[src/rtl/hh_gate_bank.sv]
// -----------------------------------------------------------------------------
// hh_gate_bank
//
// Time-multiplexed Hodgkin-Huxley gating-variable integrator. Each of N_CH
// channels holds an unsigned Q(FRAC) gate value x in [0, ONE]. An update
// request (op 0) advances that value by one forward-Euler step:
//   alpha = clamp(ALPHA_K*(V-ALPHA_V0) + ALPHA_B, 0, RATE_MAX)
//   beta  = clamp(BETA_K *(V-BETA_V0)  + BETA_B,  0, RATE_MAX)
//   dxdt  = sat_W((alpha*(ONE-x) - beta*x) >>> FRAC)
//   x     = clamp(x + ((dxdt*dt) >>> FRAC), 0, ONE)
// A load request (op 1) writes clamp(in_v, 0, ONE) straight into the channel.
// Instantiate once per gate type (n, m, h) with that gate's rate constants.
//
// Ports:
//   clk        clock
//   reset      asynchronous, active-high reset
//   in_valid   request valid
//   in_ready   request ready (high only while idle)
//   in_op      0 = Euler update, 1 = load
//   in_ch      channel index
//   in_v       op 0: membrane potential (integer mV); op 1: value to load
//   in_dt      step size, unsigned Q(FRAC) ms
//   out_valid  one-cycle result strobe (no backpressure)
//   out_ch     channel of the most recent result (held)
//   out_x      new x of that channel (held)
// -----------------------------------------------------------------------------
module hh_gate_bank #(
  parameter int W        = 16,
  parameter int FRAC     = 10,
  parameter int N_CH     = 4,
  parameter int X_INIT   = 325,
  parameter int ALPHA_K  = 10,
  parameter int ALPHA_V0 = -65,
  parameter int ALPHA_B  = 102,
  parameter int BETA_K   = -2,
  parameter int BETA_V0  = -65,
  parameter int BETA_B   = 128,
  parameter int RATE_MAX = 4095,
  localparam int CHW     = $clog2(N_CH)
) (
  input  logic                clk,
  input  logic                reset,
  input  logic                in_valid,
  output logic                in_ready,
  input  logic                in_op,
  input  logic [CHW-1:0]      in_ch,
  input  logic signed [W-1:0] in_v,
  input  logic [W-1:0]        in_dt,
  output logic                out_valid,
  output logic [CHW-1:0]      out_ch,
  output logic [W-1:0]        out_x
);

  // Intermediate width: the largest product (rate * ONE or dxdt * dt) needs
  // under 2W bits; the extra headroom keeps every sum exact before clamping.
  localparam int WI = 2 * W + 4;
  typedef logic signed [WI-1:0] wide_t;

  localparam wide_t ZERO_W     = wide_t'(0);
  localparam wide_t ONE_W      = wide_t'(1) <<< FRAC;
  localparam wide_t RATE_MAX_W = wide_t'(RATE_MAX);
  localparam wide_t SAT_MAX_W  = (wide_t'(1) <<< (W - 1)) - wide_t'(1);
  localparam wide_t SAT_MIN_W  = -SAT_MAX_W - wide_t'(1);

  localparam logic [2:0] S_IDLE  = 3'd0;
  localparam logic [2:0] S_RATE  = 3'd1;
  localparam logic [2:0] S_DERIV = 3'd2;
  localparam logic [2:0] S_UPD   = 3'd3;
  localparam logic [2:0] S_DONE  = 3'd4;

  logic [2:0]          state_q, state_d;
  logic [CHW-1:0]      ch_q;
  logic signed [W-1:0] v_q;
  logic [W-1:0]        dt_q;
  logic [W-1:0]        alpha_q, beta_q;
  logic signed [W-1:0] dxdt_q;
  logic [W-1:0]        x_q [N_CH];
  logic                out_valid_q;
  logic [CHW-1:0]      out_ch_q;
  logic [W-1:0]        out_x_q;

  logic [W-1:0]        alpha_d, beta_d, x_new, load_val;
  logic signed [W-1:0] dxdt_d;
  wide_t               x_cur, alpha_raw, beta_raw, deriv_raw, delta;

  function automatic wide_t clamp(input wide_t val, input wide_t lo, input wide_t hi);
    if (val < lo) return lo;
    if (val > hi) return hi;
    return val;
  endfunction

  assign in_ready  = (state_q == S_IDLE);
  assign out_valid = out_valid_q;
  assign out_ch    = out_ch_q;
  assign out_x     = out_x_q;

  // Next state. In IDLE in_ready is high, so in_valid alone means acceptance.
  always_comb begin
    // NOTE: every variable driven here gets a default first, so no path can
    // leave it unassigned and infer a latch.
    state_d = state_q;
    case (state_q)
      S_IDLE:  if (in_valid) state_d = in_op ? S_DONE : S_RATE;
      S_RATE:  state_d = S_DERIV;
      S_DERIV: state_d = S_UPD;
      S_UPD:   state_d = S_DONE;
      S_DONE:  state_d = S_IDLE;
      default: state_d = S_IDLE;
    endcase
  end

  // Datapath. The channel's stored x is stable from acceptance until the
  // write at UPD->DONE, so DERIV and UPD both read it directly.
  always_comb begin
    x_cur     = wide_t'(x_q[ch_q]);
    alpha_raw = wide_t'(ALPHA_K) * (wide_t'(v_q) - wide_t'(ALPHA_V0)) + wide_t'(ALPHA_B);
    beta_raw  = wide_t'(BETA_K)  * (wide_t'(v_q) - wide_t'(BETA_V0))  + wide_t'(BETA_B);
    alpha_d   = W'(clamp(alpha_raw, ZERO_W, RATE_MAX_W));
    beta_d    = W'(clamp(beta_raw,  ZERO_W, RATE_MAX_W));
    // >>> on a signed operand floors toward minus infinity.
    deriv_raw = (wide_t'(alpha_q) * (ONE_W - x_cur) - wide_t'(beta_q) * x_cur) >>> FRAC;
    dxdt_d    = W'(clamp(deriv_raw, SAT_MIN_W, SAT_MAX_W));
    delta     = (wide_t'(dxdt_q) * wide_t'(dt_q)) >>> FRAC;
    x_new     = W'(clamp(x_cur + delta, ZERO_W, ONE_W));
    load_val  = W'(clamp(wide_t'(in_v), ZERO_W, ONE_W));
  end

  always_ff @(posedge clk or posedge reset) begin
    if (reset) begin
      state_q     <= S_IDLE;
      ch_q        <= '0;
      v_q         <= '0;
      dt_q        <= '0;
      alpha_q     <= '0;
      beta_q      <= '0;
      dxdt_q      <= '0;
      out_valid_q <= 1'b0;
      out_ch_q    <= '0;
      out_x_q     <= '0;
      // NOTE: the channel store is a handful of flops, not a RAM, so it is
      // reset in place; that is what restores every x to X_INIT.
      for (int i = 0; i < N_CH; i++) x_q[i] <= W'(X_INIT);
    end else begin
      // NOTE: non-blocking assignments throughout, so every register here
      // updates from pre-edge values regardless of statement order.
      state_q     <= state_d;
      out_valid_q <= 1'b0;
      case (state_q)
        S_IDLE: begin
          if (in_valid) begin
            ch_q <= in_ch;
            v_q  <= in_v;
            dt_q <= in_dt;
            if (in_op) begin
              x_q[in_ch]  <= load_val;
              out_x_q     <= load_val;
              out_ch_q    <= in_ch;
              out_valid_q <= 1'b1;
            end
          end
        end
        S_RATE: begin
          alpha_q <= alpha_d;
          beta_q  <= beta_d;
        end
        S_DERIV: dxdt_q <= dxdt_d;
        S_UPD: begin
          x_q[ch_q]   <= x_new;
          out_x_q     <= x_new;
          out_ch_q    <= ch_q;
          out_valid_q <= 1'b1;
        end
        default: ;
      endcase
    end
  end

endmodule

[config.mk]
export PLATFORM = sky130hd
export DESIGN_NAME = hh_gate_bank
export DESIGN_NICKNAME = d
export VERILOG_FILES = /design/src/rtl/hh_gate_bank.sv
export SDC_FILE = /design/constraint.sdc
export NUM_CORES = 2
export LEC_CHECK = 0
export ABC_AREA = 0
export CORE_MARGIN = 2
export CORE_UTILIZATION = 27
export CTS_BUF_LIST = sky130_fd_sc_hd__clkbuf_4 sky130_fd_sc_hd__clkbuf_8
export CTS_CLUSTER_SIZE = 40
export DETAILED_ROUTE_END_ITERATION = 7
export MAX_ROUTING_LAYER = met4
export SYNTH_ARGS = -nofsm -noshare
export SYNTH_HDL_FRONTEND = slang
export SYNTH_SLANG_ARGS = --single-unit
[constraint.sdc]
create_clock -name clk -period 24.6 [get_ports clk]
set_input_delay 2.46 -clock clk [delete_from_list [all_inputs] [get_ports clk]]
set_output_delay 2.46 -clock clk [all_outputs]
set_load 0.01 [all_outputs]
# Word level (Yosys, flattened, before mapping)
# Cells that the tools add are included.
# totals
ff_bits	168
output_inout_bits	20
word_cells	111
# op_classes
n_addsub	7
mul	4
order_cmp	14
n_eq_ne	5
muxes	59
n_bitwise	2
n_reduce_logical	6
# op_table
operator	count
two-way mux 16 bit	26
bitwise mux 64 bit	2
two-way mux 64 bit	2
case mux 64 bit (2 select lines)	1
demux 16 bit (select 2 bit)	2
adder 36 x 9 -> 36 bit (second input constant)	1
> comparator 36 x 13 -> 1 bit (second input constant)	1
< comparator 36 x 1 -> 1 bit (second input constant)	1
negator 17 -> 35 bit	1
subtractor 34 x 33 -> 35 bit	1
multiplier 17 x 17 -> 34 bit	1
multiplier 16 x 17 -> 33 bit	1
binary-select mux 16 bit (select 2 bit)	1
multiplier 16 x 16 -> 32 bit	1
case mux 16 bit (2 select lines)	1
> comparator 25 x 16 -> 1 bit (second input constant)	1
< comparator 25 x 16 -> 1 bit (second input constant)	1
adder 17 x 23 -> 24 bit	1
> comparator 24 x 12 -> 1 bit (second input constant)	1
< comparator 24 x 1 -> 1 bit (second input constant)	1
adder 22 x 8 -> 23 bit (second input constant)	1
> comparator 23 x 13 -> 1 bit (second input constant)	1
< comparator 23 x 1 -> 1 bit (second input constant)	1
multiplier 4 x 17 -> 21 bit (first input constant)	1
other kinds (22)	45

# Logic depth before layout (Yosys ltp)
# logic_depth
depth_word	12
depth_mapped	52
ltp_nobuf	47

# Least setup slack after synthesis
# No wires, ideal clock.
# synth_path
kind	reg2reg
start	reg ch_q[0]
end	reg dxdt_q[1]
setup_time_ps	125
t_arrival_ps	12596
required_time_ps	24475
path_slack_ps	11879
path_stages_with_launch	51
synth_period_minus_slack_ps	12721
path_cell_list	dfrtp_1 > buf_4 > buf_2 > mux4_2 > clkbuf_1 > buf_1 > nand2_1 > fa_1 > fa_1 > fa_1 > fa_1 > inv_1 > fa_1 > inv_1 > fa_1 > inv_1 > ha_1 > a21o_1 > (+15 left out) > inv_1 > ha_1 > ha_1 > ha_1 > clkbuf_1 > a21oi_1 > nor2b_1 > o21ai_0 > nand2b_1 > a21o_1 > a21o_1 > a221o_1 > xnor2_1 > nor4b_1 > a41oi_2 > buf_2 > nor3_1 > nor3_1
# synth_between
elab_chain_cells	12
# synth_lines
element	line_no	rtl
start: declaration	72	logic [CHW-1:0] ch_q;
start signal: assignment	151	ch_q <= in_ch;
NOT 2 -> 3 bit (not written as such) (*)	115	x_cur = wide_t'(x_q[ch_q]);
binary-select mux 16 bit (select 2 bit) (*)	115	
two-way mux 16 bit (not written as such) (*) (2 in series)	115	
subtractor 11 x 16 -> 17 bit	121	deriv_raw = (wide_t'(alpha_q) * (ONE_W - x_cur) - wide_t'(beta_q) * x_cur) >>> FRAC;
multiplier 17 x 17 -> 34 bit	121	
subtractor 34 x 33 -> 35 bit (*)	121	
> comparator 25 x 16 -> 1 bit	88	if (val > hi) return hi;
two-way mux 1 bit (2 in series)	88	
two-way mux 16 bit	89	return val;
two-way mux 16 bit (*)	88	
end signal: assignment	166	S_DERIV: dxdt_q <= dxdt_d;
end: declaration	76	logic signed [W-1:0] dxdt_q;
# Mark *: on every way between the ends. The rest lies on a longest branch, timed or not. The select of a mux whose other input is x is not followed.
# A chain may end at the register's enable or synchronous reset.

# Final worst setup path
# layout_path
start	reg ch_q[0]
end	reg dxdt_q[9]
# The elaborated chain is that of the path after synthesis.

==> impl_metrics.ini <==
[cells_and_area]
drive_above_1_share_pct = 4.86
instances_no_fill = 5913
final_cell_mix = 794 x inv_1, 628 x fa_1, 559 x nand2_1, 409 x ha_1, 334 x and2_1
layout_commonest_cell = inv_1
finalCoreUtilization_pct = 29.3
area_growth_pct = 7.69
fin_nets = 5178

[timing]
rsz0062_at_grt = false
worst_pin_slew_ns = 1.21
fmax_ghz = 0.0684
finalWorstPathRequiredPeriod_ns = 14.61
finalCritPeriodShare_pct = 59.4
timing.final.hold_violations = 0
tns_ns = 0
drv_slew = 0
finalSetupViolations = 0
fin_skew_ns = 0.0251
max-slew-margin-rel_pct = 19.4

[placed_design]
io_buffer_count = 57
placed_cells = 5878
place.gp.congestion = 0.862
post-dp-hpwl_um = 78500

[cts]
tritoncts = built
clkLatencyLatePin_ns = 0.59
cts_hold_buffers = 0
cts_buffers = 17
post_cts_resized = 0
cts.clk_slew.worst_paths_ns = 0.12
clockBufferDepth = 2
root_buffer = clkbuf_8
htreeDepth = 4
cts_setup_buffers = 0
cts.sinks = 168

[synth]
async_flop_share_pct = 100
synth_compound_area_share_pct = 8.56
syn-num-nets = 5246
synth_cell_types = 94
syn_area_per_cell_sq_um = 9.00
synthAdderAreaFrac_pct = 47.1
synth-seq-cells = 168
synth_area_sq_um = 37500
ys.flop_type = dfrtp_1
synth-xor-area-share_pct = 3.89
synth_edf_count = 0
seq_area_frac_synth_pct = 11.3
synthMuxAreaShare_pct = 2.03
yosys_warnings = 0
synthSimpleGateAreaFrac_pct = 17.2
syn_inst = 4171
synth_top_family_by_area = adder cells

[worst_setup_path]
arrival_ns = 15.03
cp_common_cell = fa_1
crit_path_end_kind = register
cp_slowest_stage_delay_ns = 0.94
critPathRequiredTime_ns = 25.01
startpoint_type = register
cpMaxStageDelayCell = a21oi_1
path_max_fanout = 19
path_class = register to register
r2r_cells = 41

[floorplanning]
core_area_sq_um = 138000
rows = 136
die_h_um = 377
ios = 58
die_x_um = 377
dieArea_sq_um = 142000
floorplan.initialDensity_pct = 27.3

[global_routing]
grt_overflow = 0
antenna_found_initial = 2
grt_pass1_vias = 30065
globalRouteTotalUtil_pct = 14.7
grt_pass1_wl_um = 163000
grt_max_degree = 95

[routing]
drcViolationCount = 0
vias_per_cell = 4.81
antenna_left = 0
routed_wl_um = 98400
drt-wirelength-per-cell_um = 16.6
firstDrtPassIters = 5
num_vias = 28450
drtIter0Drc = 1553

[run]
maxCapViolations = 0

[hold_path]
min_path_cells = 1
min_path_type = register to register

[status]
outcome = finished, final reports clean
## area by class of cell
class | instances | area [sq um]
Fill cell | 14401 | 97300
Multi-Input combinational cell | 3020 | 29600
Sequential cell | 168 | 4220
Inverter | 795 | 2990
Tap cell | 1794 | 2240
Timing Repair Buffer | 101 | 901
Clock buffer | 17 | 234
Clock inverter | 15 | 175
Antenna cell | 3 | 7.51
## through the flow
step / instance area (sq um) / worst slack, ns / hold slack, ns
final: 40400 / 9.99 / 0.495
after global routing: 40400 / 9.24 / 0.511
after CTS: 40400 / 10.07 / 0.499
after detailed placement: 40000 / 10.14 / 0.469
after global placement: 40000 / 10.35 / 0.465
after floorplan: 37500 / 11.88 / 0.448
## sequential cells by signal (all words and copies together), names as in the netlist
name,count
dxdt_q,16
dt_q,16
alpha_q,16
state_q,3
out_valid,1
v_q,16
beta_q,16
out_ch,2
x_q,64
ch_q,2
out_x,16
## cells by family (layout without fill, tap and decap cells)
group                    Yosys count  in the layout
flip-flops                       168            168
adder cells (fa/ha/maj)         1037           1037
multiplexers                      52             52
buffers and inverters            983            928
other                              0              3
AND/OR/NAND/NOR                 1307           1307
AO/OA/AOI/OAI                    459            459
XOR/XNOR                         165            165
## cell usage after synthesis (all sizes together) (21+ instances only)
cell / number / share of area, %
a21o: 63 / 1.3
and2: 337 / 5.6
a211oi: 26 / 0.60
a21oi: 110 / 1.5
xor2: 52 / 1.2
o221ai: 21 / 0.49
nand2b: 26 / 0.45
clkbuf: 153 / 1.5
buf: 35 / 0.47
and3: 25 / 0.42
nand3: 53 / 0.72
o21ai: 76 / 1.0
nor3: 58 / 0.80
nand2: 560 / 5.6
inv: 795 / 8.0
xnor2: 113 / 2.7
a32oi: 21 / 0.49
fa: 628 / 34
mux2: 34 / 1.0
ha: 409 / 14
nand4: 23 / 0.38
nor2: 133 / 1.3
dfrtp: 152 / 10
## metal layers
| layer | routed length (um) | GRT usage [%] | up-vias |
|---|---|---|---|
| li1 | - | - | 12988 |
| met1 | 42900 | 19.0 | 14577 |
| met2 | 47800 | 24.2 | 756 |
| met3 | 5130 | 1.65 | 129 |
| met4 | 2660 | 4.58 | 0 |
| met5 | 0 | - | - |
## worst max-delay path: cells and delay by family, from the launching register on
| kind | cells | cell delay, ns |
|---|---|---|
| and+or+nand+nor | 4 | 0.61 |
| AOI/OAI and AO/OA | 11 | 4.43 |
| adders and majority gates | 14 | 6.89 |
| muxes | 1 | 0.79 |
| xor gates and xnor gates | 2 | 0.42 |
| buffers and inverters | 9 | 0.79 |
| DFF | 1 | 0.48 |
## path summary, 6_finish.rpt
kind | start | to | slack, ns
min in group asynchronous | reset | out_x[12]$_DFFE_PP0P_ | 2.41
min | x_q[63]$_DFFE_PP0P_ | x_q[63]$_DFFE_PP0P_ | 0.50
max in group asynchronous | reset | beta_q[1]$_DFFE_PP0P_ | 20.62
max | ch_q[0]$_DFFE_PP0P_ | dxdt_q[9]$_DFFE_PP0P_ | 9.99
max reg2reg | ch_q[0]$_DFFE_PP0P_ | dxdt_q[9]$_DFFE_PP0P_ | 9.99
min reg2reg | x_q[63]$_DFFE_PP0P_ | x_q[63]$_DFFE_PP0P_ | 0.50
Power is not shown: default switching activity piles up to over one toggle a cycle in this logic, so the estimate is an artifact.
